<file path="config.mk">
export PLATFORM = sky130hd
export DESIGN_NAME = link_monitor
export DESIGN_NICKNAME = d
export VERILOG_FILES = /design/src/rtl/link_monitor_pkg.sv /design/src/rtl/link_timer.sv /design/src/rtl/link_monitor.sv
export SDC_FILE = /design/constraint.sdc
export NUM_CORES = 1
export LEC_CHECK = 0
export ABC_AREA = 1
export CORE_MARGIN = 1
export CORE_UTILIZATION = 51
export CTS_CLUSTER_DIAMETER = 150
export DETAILED_ROUTE_END_ITERATION = 16
export PLACE_DENSITY = 0.77
export SLEW_MARGIN = 30
export SYNTH_ARGS = -nofsm -noshare
export SYNTH_HDL_FRONTEND = slang
export SYNTH_SLANG_ARGS = --single-unit
</file>
<file path="constraint.sdc">
create_clock -name clk -period 1.8 [get_ports clk]
set_clock_uncertainty 0.2 [all_clocks]
set_input_delay 0.27 -clock clk [delete_from_list [all_inputs] [get_ports clk]]
set_output_delay 0.27 -clock clk [all_outputs]
set_load 0.05 [all_outputs]
</file>
<file path="src/rtl/link_monitor_pkg.sv">
// Shared state encodings, timer width and default timing constants for the
// link monitor and its timer.
package link_monitor_pkg;

    localparam int TIMER_W = 20;

    localparam logic [TIMER_W-1:0] DEFAULT_STABLE_CYCLES  = 20'd1250;
    localparam logic [TIMER_W-1:0] DEFAULT_LOCK_TIMEOUT   = 20'd125000;
    localparam logic [TIMER_W-1:0] DEFAULT_RESTART_CYCLES = 20'd8;
    localparam logic [TIMER_W-1:0] TIMER_ONE              = 20'd1;

    typedef enum logic [2:0] {
        ST_DOWN      = 3'd0,
        ST_QUALIFY   = 3'd1,
        ST_WAIT_LOCK = 3'd2,
        ST_UP        = 3'd3,
        ST_BACKOFF   = 3'd4
    } state_t;

    // The descrambler runs only while we are waiting for or holding lock.
    function automatic logic enables_desc(input state_t s);
        return (s == ST_WAIT_LOCK) || (s == ST_UP);
    endfunction

endpackage

</file>
<file path="src/rtl/link_timer.sv">
// Loadable down-counter used for every timed phase of the link monitor.
// Holds at zero instead of wrapping.
module link_timer
    import link_monitor_pkg::*;
(
    input  logic               clk,
    input  logic               rst_n,
    input  logic               load,
    input  logic [TIMER_W-1:0] load_value,
    input  logic               decrement,
    output logic [TIMER_W-1:0] value,
    output logic               zero
);

    // NOTE: sequential state uses non-blocking assignments so every flop
    // samples the pre-edge values, independent of block ordering.
    always_ff @(posedge clk) begin
        if (!rst_n) begin
            value <= '0;
        end else if (load) begin
            value <= load_value;
        end else if (decrement && (value != '0)) begin
            value <= value - TIMER_ONE;
        end
    end

    assign zero = (value == '0);

endmodule

</file>
<file path="src/rtl/link_monitor.sv">
// Link bring-up monitor: qualifies signal_detect, enables the descrambler,
// waits for lock with timeout/backoff, and counts lock losses.
module link_monitor
    import link_monitor_pkg::*;
#(
    parameter logic [TIMER_W-1:0] STABLE_CYCLES  = DEFAULT_STABLE_CYCLES,
    parameter logic [TIMER_W-1:0] LOCK_TIMEOUT   = DEFAULT_LOCK_TIMEOUT,
    parameter logic [TIMER_W-1:0] RESTART_CYCLES = DEFAULT_RESTART_CYCLES
) (
    input  logic       clk,
    input  logic       rst_n,
    input  logic       signal_detect,
    input  logic       locked,
    input  logic       test_mode_req,
    input  logic       clear_count,
    output logic       desc_enable,
    output logic       desc_test_mode,
    output logic       link_status,
    output logic [2:0] state,
    output logic [7:0] lock_loss_count
);

    state_t             cur_state;
    state_t             next_state;
    logic               timer_load;
    logic [TIMER_W-1:0] timer_load_value;
    logic               timer_dec;
    logic [TIMER_W-1:0] timer_value;
    logic               timer_zero;
    logic               lock_lost;
    logic [7:0]         count_next;

    link_timer u_timer (
        .clk        (clk),
        .rst_n      (rst_n),
        .load       (timer_load),
        .load_value (timer_load_value),
        .decrement  (timer_dec),
        .value      (timer_value),
        .zero       (timer_zero)
    );

    // NOTE: every signal driven here gets a default first, so no path can
    // leave it unassigned and infer a latch.
    always_comb begin
        next_state       = cur_state;
        timer_load       = 1'b0;
        timer_load_value = '0;
        timer_dec        = 1'b0;
        if ((cur_state != ST_DOWN) && !signal_detect) begin
            next_state = ST_DOWN;
        end else begin
            unique case (cur_state)
                ST_DOWN: begin
                    if (signal_detect) begin
                        next_state       = ST_QUALIFY;
                        timer_load       = 1'b1;
                        timer_load_value = STABLE_CYCLES - TIMER_ONE;
                    end
                end
                ST_QUALIFY: begin
                    if (timer_zero) begin
                        next_state       = ST_WAIT_LOCK;
                        timer_load       = 1'b1;
                        timer_load_value = LOCK_TIMEOUT - TIMER_ONE;
                    end else begin
                        timer_dec = 1'b1;
                    end
                end
                ST_WAIT_LOCK: begin
                    if (locked) begin
                        next_state = ST_UP;
                    end else if (timer_zero) begin
                        next_state       = ST_BACKOFF;
                        timer_load       = 1'b1;
                        timer_load_value = RESTART_CYCLES - TIMER_ONE;
                    end else begin
                        timer_dec = 1'b1;
                    end
                end
                ST_UP: begin
                    if (!locked) begin
                        next_state       = ST_BACKOFF;
                        timer_load       = 1'b1;
                        timer_load_value = RESTART_CYCLES - TIMER_ONE;
                    end
                end
                ST_BACKOFF: begin
                    if (timer_zero) begin
                        next_state       = ST_WAIT_LOCK;
                        timer_load       = 1'b1;
                        timer_load_value = LOCK_TIMEOUT - TIMER_ONE;
                    end else begin
                        timer_dec = 1'b1;
                    end
                end
                default: next_state = ST_DOWN;
            endcase
        end
    end

    // A clear coinciding with a loss still records that one loss.
    assign lock_lost = (cur_state == ST_UP) && (next_state != ST_UP);

    always_comb begin
        count_next = lock_loss_count;
        if (clear_count) begin
            count_next = lock_lost ? 8'd1 : 8'd0;
        end else if (lock_lost && (lock_loss_count != 8'hff)) begin
            count_next = lock_loss_count + 8'd1;
        end
    end

    // Outputs are decoded from next_state so they are registered with the state.
    always_ff @(posedge clk) begin
        if (!rst_n) begin
            cur_state       <= ST_DOWN;
            desc_enable     <= 1'b0;
            link_status     <= 1'b0;
            desc_test_mode  <= 1'b0;
            lock_loss_count <= 8'd0;
        end else begin
            cur_state       <= next_state;
            desc_enable     <= enables_desc(next_state);
            link_status     <= (next_state == ST_UP);
            lock_loss_count <= count_next;
            if (!enables_desc(next_state)) begin
                desc_test_mode <= test_mode_req;
            end
        end
    end

    assign state = cur_state;

endmodule
</file>
# Word level (Yosys, flattened, before mapping)
# Cells that the tools add are included.
# word_totals
regBits,34
wordCells,58
# classes
reduce_logical,13
n_addsub,2
n_eq_ne,8
n_mux,29
# op_table
operator,count
case mux 17 bit (4 select lines),1
two-way mux 20 bit,2
two-way mux 17 bit,2
two-way mux 3 bit,9
logical NOT 20 bit,1
nonzero test 20 bit,1
"subtractor 20 x 1 -> 20 bit, second input constant",1
two-way mux 8 bit,2
"equality test 3 x 2 -> 1 bit, second input constant",4
case mux 3 bit (4 select lines),1
two-way mux 11 bit,1
two-way mux 1 bit,9
"adder 8 x 1 -> 8 bit, second input constant",1
"!= test 8 bit, second input constant",1
logical AND 1 bit,4
case mux 1 bit (4 select lines),1
nonzero test 2 bit,2
"equality test 3 x 1 -> 1 bit, second input constant",1
"equality test 3 bit, second input constant",1
logical NOT 3 bit,1
"!= test 3 x 2 -> 1 bit, second input constant",1
nonzero test 3 bit,1
case mux 1 bit (2 select lines),1
OR reduction 2 bit,1
2 further kinds,2

# Depth between registers and ports, before layout
# Gate-level depths: netlist of the first run.
# logic_depth
depth_word,10
mapped_depth,13

# Cells and area by module
# A second synthesis of the first run with hierarchy kept.
# unflattened
cells_unflattened,368
hier_area_um2,2416.1
# by_module_without_submodules
mod,seq_area_each_um2,area_each_um2,cells_each,instances
link_timer,400.4,1592.8,244,1
link_monitor,280.3,823.3,124,1

# Worst setup path before layout of the first run
# Ideal clock, no wire load.
# synth_path
path_type,reg-to-reg
from,register cur_state[2] (netlist: state[2])
to,register u_timer.value[4]
arrival_time_ps,1873
slack_ps,-330
setup_ps,58
stages_incl_launch_ff,11
path_buffers,1
path_cell_list,dfxtp_1 -> nor2_1 -> inv_1 -> nor2_2 -> nand2_1 -> buf_2 -> nand2_2 -> nor2_1 -> inv_1 -> a21oi_2 -> o21a_1
# synth_between
elab_chain_cells,6
# synth_rtl
element,line_no,text
start: declaration,link_monitor.sv:23,state_t cur_state;
start signal: assignment,link_monitor.sv:123,cur_state <= next_state;
equality test 3 bit or equality test 3 x 1 -> 1 bit (tied branches),link_monitor.sv:53,unique case (cur_state)
OR reduction 2 bit (no source line),--,
case mux 1 bit (2 select lines),link_monitor.sv:53,
two-way mux 1 bit,link_monitor.sv:50,if ((cur_state != ST_DOWN) && !signal_detect) begin
logical AND 1 bit,link_timer.sv:22,end else if (decrement && (value != '0)) begin
nonzero test 2 bit (no source line),--,
end signal: assignment,link_timer.sv:21,value <= load_value;
end signal: assignment,link_timer.sv:23,value <= value - TIMER_ONE;
end: declaration,link_timer.sv:11,"output logic [TIMER_W-1:0] value,"
# Parallel ways exist; a longest one is shown, timed or not.
# A chain may end at the register's enable or synchronous reset.

# Worst setup path after layout of the first run
# layout_path
from,register u_timer.value[16]
to,register u_timer.value[17]
# layout_between
elab_chain_cells,7
# layout_rtl
element
branches (longest 7 deep; another with subtractor 20 x 1 -> 20 bit)
# Several ways; the timed one is not identified. The select of a mux whose other input is x is not followed.

==> results of run 1 <==
[worst reg2reg max path: cells and delay by family, from the launching register on]
family | cells | cell delay, ns
compound gates | 3 | 0.46
flops | 1 | 0.36
simple gates | 7 | 0.97
[cells in the mapped netlist, drive strengths merged]
master	instances	area share, %
a211oi	1	0.36
nor4	1	0.30
buf	3	1.5
o21ai	17	4.3
o21a	2	0.73
xor2	10	4.2
ha	3	1.8
o21bai	1	0.55
a31oi	6	1.8
a21oi	14	3.6
clkbuf	2	0.36
nand2	58	12
and3	1	0.30
nor3	8	2.5
dfxtp	34	33
or2	2	0.61
nor2	53	11
o211ai	1	0.36
nand4	6	1.8
inv	45	8.2
o2111ai	2	0.85
xnor2	2	0.85
nand3	29	9.0
[power by group through the flow]
| stage | sequential [uW] | clock [uW] | combinational [uW] |
|---|---|---|---|
| floorplan | 932 | 0 | 685 |
| global route | 909 | 594 | 1580 |
| detailed placement | 898 | 0 | 1120 |
| CTS | 889 | 558 | 1290 |
| global placement | 894 | 0 | 1090 |
| finish | 900 | 558 | 1500 |
[final cells by class]
class,count,share of cell area [%]
Clock buffer,6,2.376
Clock inverter,2,0.3277
Tap cell,48,1.966
Sequential cell,34,23.27
Inverter,45,5.694
Multi-Input combinational cell,217,45.60
Timing Repair Buffer,75,20.77
[sequential cells by signal, indices dropped and copies added (netlist names)]
signal           cells
state                3
desc_enable          1
link_status          1
u_timer.value       20
lock_loss_count      8
desc_test_mode       1
[stage by stage]
stage / std cells / total power, uW / utilization [%] / setup WS [ns]
2_1_floorplan: 301 / 1617 / - / -0.01778
3_3_place_gp: 411 / 1983 / 70.37 / -0.2099
3_5_place_dp: 411 / 2021 / 70.37 / -0.2836
4_1_cts: 425 / 2736 / 77.14 / -0.1113
5_1_grt: 427 / 3082 / 80.99 / -0.3308
6_report: 427 / 2957 / 80.99 / -0.3089
[repair_timing]
item                       in CTS  in global routing
setup endpoints to repair      31                 32
buffers inserted                6                  1
resized for setup              39                 29
pin swaps                      20                 11
gates cloned                    0                  1
hold buffers                    0                  0
[path summary, 6_finish.rpt]
kind	depth (start not counted)	from	endpoint	slack, ns
min reg2reg	2	u_timer.value[19]	u_timer.value[19]	0.26
max	10	u_timer.value[16]	u_timer.value[17]	-0.31
max reg2reg	10	u_timer.value[16]	u_timer.value[17]	-0.31
min	2	u_timer.value[19]	u_timer.value[19]	0.26
[layer usage]
layer	part of all wire (%)	wire, um
met4	6.5	467
met2	48	3446
met3	6.6	478
met1	39	2805
met5	0	0
[kinds of logic (layout without fill, tap and decap cells)]
group | after synthesis | count (layout)
buffers and inverters | 50 | 128
and+or+nand+nor | 158 | 158
adders and majority gates | 3 | 3
xor gates and xnor gates | 12 | 12
DFF | 34 | 34
AOI/OAI and AO/OA | 44 | 44
==> flow_summary_export.csv, run 1 <==
group,metric,value,unit
outcome,outcome,"finished, violations left",
outcome,violations,"negative setup slack",
finish,finalNetCount,387,
hold_path,hold_path_class,"flip-flop to flip-flop",
die,ioPinCount,20,
finish,stdcell_area,3054,sq um
logic_synthesis,yosysSeqAreaShare,32.95,%
logic_synthesis,synthCells,301,
critical_path,worstSetupPathType,"flip-flop to flip-flop",
logic_synthesis,synth.mux.area_fraction,0,%
route,wire_per_inst,16.85,um
power,p_leak,0.001382,uW
route,viasPerCell,5.747,
timing,layout_min_cycle_time,2.109,ns
finish,regArea,710.7,sq um
power,p_int,1737,uW
critical_path,cp_max_fo,7,
route,first_pass_iters,5,
logic_synthesis,ys_ff_latch,34,
finish,multiInputGateArea,1393,sq um
place,dpl_cell_area,2654,sq um
timing,setup_ws,-0.3089,ns
finish,area_delta_synth_final,47.85,%
grt,grt_pass1_vias,2160,
clocking,cts.sinks,34,
logic_synthesis,netlist_area,2066,sq um
critical_path,slowest_delay,0.36,ns
route,ant_nets,0,
timing,drv_slew,0,
critical_path,cp.arrival,2.09,ns
grt,met3_usage,6.944,%
place,routabilityCongestion,0.9028,
timing,setup_viol,31,
clocking,cts_root_buf,"clkbuf_8",
grt,grt_overflow_total,0,
critical_path,cp_top_family,"simple AND/OR/NAND/NOR gates",
grt,antenna_found_initial,0,
finish,num_antenna_cells,0,
timing,finalCritPeriodShare,117.2,%
power,p_clk_share,18.9,%
timing,hold-worst-slack,0.2647,ns
logic_synthesis,synth-simple-area-share,37.55,%
power,ir_worst_vdd,0.6643,mV
timing,slew_headroom,74.30,%
logic_synthesis,synthAdderAreaFrac,1.817,%
die,die_w,65.65,um
grt,grtUsageMet1,35.89,%
critical_path,end_kind,"flip-flop",
clocking,cts_buffer_depth,2,
logic_synthesis,synth_top_family_by_area,"simple AND/OR/NAND/NOR gates",
grt,grt_max_degree,13,
logic_synthesis,synth_compound_area_share,12.54,%
place,place_hpwl,4.074,mm
grt,track_usage,30.41,%
grt,grt_use_met2,48.34,%
power,pwr-share-comb,50.7,%
die,core_area,3771,sq um
finish,final_cell_mix,"65 x buf_4, 45 x nand2_1, 38 x inv_1",
critical_path,critPathLaunchType,"flip-flop",
clocking,cts_tree,"built",
critical_path,crit_chain,"nor2_4 -> nand2_1 -> nor2_2 -> nand3_2 -> o21ai_4 -> nand2_4 -> nand3_4 -> nand3_1 -> o21ai_1 -> a21oi_1",
clocking,clk_pin_slew,0.07,ns
power,swShare,41.26,%
power,p_per_area,968.1,nW/um^2
timing,hold_viol,0,
die,rows,22,
finish,final_common_cell,"buf_4",
logic_synthesis,avgSynthCellArea,6.863,sq um
route,drcViolationCount,0,
logic_synthesis,synth-xor-area-share,5.088,%
timing,fmax,474.2,MHz
critical_path,required,1.78,ns
timing,worst_slew_pin_slew,0.3841,ns
die,die_h,65.65,um
grt,grt_pass1_wl,9.763,mm
power,pwr-share-seq,30.5,%
timing,setup-tns-final,-5.744,ns
grt,busiest_layer,"met2",
power,power_switching,1220,uW
die,dieArea,4309,sq um
logic_synthesis,ys_types,36,
finish,drive_gt1_share,41.16,%
route,num_vias,2454,
finish,fillCellCount,246,
route,routed_wirelength,7.197,mm
clocking,cts.htree.levels,2,
logic_synthesis,syn-num-nets,310,
run,drv_cap,0,
timing,rsz0062_at_grt,"yes",
critical_path,slowest_stage,"dfxtp_1",
die,initial_core_util,54.78,%
logic_synthesis,yosys_warnings,0,
place,port_buffers,19,
clocking,clkLatencyLatePin,0.29,ns
clocking,cts_buffers,5,
critical_path,crit_buf_inv,0,
route,drtIter0Drc,266,
No activity file was read; power rests on OpenSTA's default activity.
==> run 2, diff against run 1 <==
CORE_ASPECT_RATIO = 1.2   (was not set)
CORE_MARGIN = not set   (was 1)
CORE_UTILIZATION = 53   (was 51)
CTS_BUF_LIST = sky130_fd_sc_hd__clkbuf_8   (was not set)
PLACE_DENSITY = 0.8   (was 0.77)
==> flow_summary_export.csv, run 2 (same netlist as run 1, synthesis figures left out) <==
group,metric,value,unit
outcome,outcome,"finished, violations left",
outcome,violations,"negative setup slack",
route,first_pass_iters,4,
die,ioPinCount,20,
timing,drv_slew,0,
clocking,cts_root_buf,"clkbuf_8",
finish,drive_gt1_share,45.36,%
timing,hold_viol,0,
critical_path,reg2reg_to,"lock_loss_count[5]",
place,dpl_cell_area,2661,sq um
timing,slew_headroom,72.91,%
clocking,cts_buffer_depth,2,
clocking,cts_tree,"built",
finish,top_register,"u_timer.value",
clocking,clk_pin_slew,0.07,ns
finish,stdcell_area,3115,sq um
power,p_clk_share,19.9,%
die,die_h,70.39,um
route,ant_nets,0,
power,p_int,1801,uW
critical_path,rr_worst_depth,12,
hold_path,hold_path_class,"flip-flop to flip-flop",
critical_path,r2r_slack,-0.25,ns
route,drtIter0Drc,181,
clocking,cts.htree.levels,2,
finish,fin_cells,440,
power,pwr-share-comb,50.3,%
critical_path,end_kind,"flip-flop",
die,rows,24,
place,dp_worst_setup_slack,-0.2286,ns
grt,track_usage,30.48,%
critical_path,cp_max_fo,7,
place,port_buffers,19,
finish,final_cell_mix,"74 x buf_4, 40 x nand2_1, 38 x inv_1",
clocking,cts_buffers,5,
route,num_vias,2334,
grt,grt_pass1_vias,2259,
clocking,cts.sinks,34,
critical_path,crit_start,"u_timer.value[4]",
place,place_hpwl,3.879,mm
finish,finalNetCount,396,
timing,setup_ws,-0.2504,ns
hold_path,hold_path_startpoint,"u_timer.value[19]",
critical_path,rr_startpoint,"u_timer.value[4]",
timing,rsz0062_at_grt,"yes",
route,viasPerCell,5.305,
die,dieArea,4152,sq um
die,initial_core_util,55.93,%
timing,layout_min_cycle_time,2.050,ns
critical_path,cp-endpoint,"lock_loss_count[5]",
finish,final_common_cell,"buf_4",
finish,area_delta_synth_final,50.82,%
route,routed_wirelength,6.450,mm
grt,grt_max_degree,11,
place,routabilityCongestion,0.8859,
clocking,clkLatencyLatePin,0.29,ns
finish,fillCellCount,212,
timing,setup-tns-final,-3.855,ns
die,die_w,58.99,um
die,core_area,3694,sq um
power,p_per_area,958.1,nW/um^2
timing,setup_viol,31,
power,swShare,39.67,%
clocking,postCtsHoldBufs,0,
power,power.total,2985,uW
critical_path,critPathLaunchType,"flip-flop",
power,ir_worst_vdd,0.6482,mV
timing,finalCritPeriodShare,113.9,%
grt,grt_pass1_wl,9.680,mm
finish,num_antenna_cells,0,
power,power_switching,1184,uW
finish,largest_reg_flops,20,
grt,antenna_found_initial,0,
critical_path,required,1.78,ns
timing,worst_slew_pin_slew,0.4049,ns
timing,fmax,487.7,MHz
power,p_leak,0.001413,uW
route,drcViolationCount,0,
route,wire_per_inst,14.66,um
grt,grt_overflow_total,0,
place,place_inst,417,
critical_path,cp.arrival,2.03,ns
critical_path,worstSetupPathType,"flip-flop to flip-flop",
power,pwr-share-seq,29.9,%
run,drv_cap,0,
run 2: worst min path at each step:
stage          depth (start not counted)                end
2_1_floorplan                          2     desc_test_mode
3_3_place_gp                           2  u_timer.value[19]
3_5_place_dp                           2  u_timer.value[19]
4_1_cts                                2  u_timer.value[19]
5_1_grt                                2  u_timer.value[19]
6_report                               2  u_timer.value[19]
run 2: cell type report:
cell class / instances / area [sq um] / share of cell area, %
clock buffer: 6 / 82.58 / 2.651
clock inverter: 2 / 8.758 / 0.2811
inverter: 45 / 173.9 / 5.582
multi-input combinational: 217 / 1403 / 45.02
sequential: 34 / 711.9 / 22.85
tap: 52 / 65.06 / 2.088
timing repair buffer: 84 / 670.6 / 21.53
run 2: repair_timing:
action | 4_1_cts | 5_1_grt
resized for setup | 45 | 35
pin swaps | 15 | 22
endpoints found under the setup margin | 30 | 31
setup buffers | 9 | 9
run 2: per-layer routing:
metal  vias to the layer above  GRT usage (%)  routed length [um]
met3                        24          6.667                 290
li1                       1154              -                   -
met2                        86          52.78                3565
met1                      1070          32.72                2405
met4                         0          18.25                 189
met5                         -              0                   0
run 2: power by group through the flow:
stage | clock network, uW | logic (uW) | registers (uW)
2_1_floorplan | 0 | 685 | 932
3_3_place_gp | 0 | 1100 | 891
3_5_place_dp | 0 | 1120 | 895
4_1_cts | 595 | 1280 | 888
5_1_grt | 623 | 1620 | 900
6_report | 593 | 1500 | 891
run 2: per-stage QoR:
stage | utilization (%) | hold WS (ns)
final | 84.35 | 0.2689
after global routing | 84.35 | 0.2847
after CTS | 79.44 | 0.2705
after detailed placement | 72.05 | 0.2600
after global placement | 72.05 | 0.2482
after floorplan | - | 0.2135
run 2: critical path, stage by stage (launching register included):
cell     delay (ns)
dfxtp_1        0.32
nor2_1         0.17
nand2_2        0.12
nor2_2         0.15
nand3_4        0.14
nor2_4         0.15
nor2_2         0.05
nand2_2        0.09
nand3_4        0.12
nand3_4        0.15
nand2_4        0.09
nor2_4         0.14
nor2_2         0.04
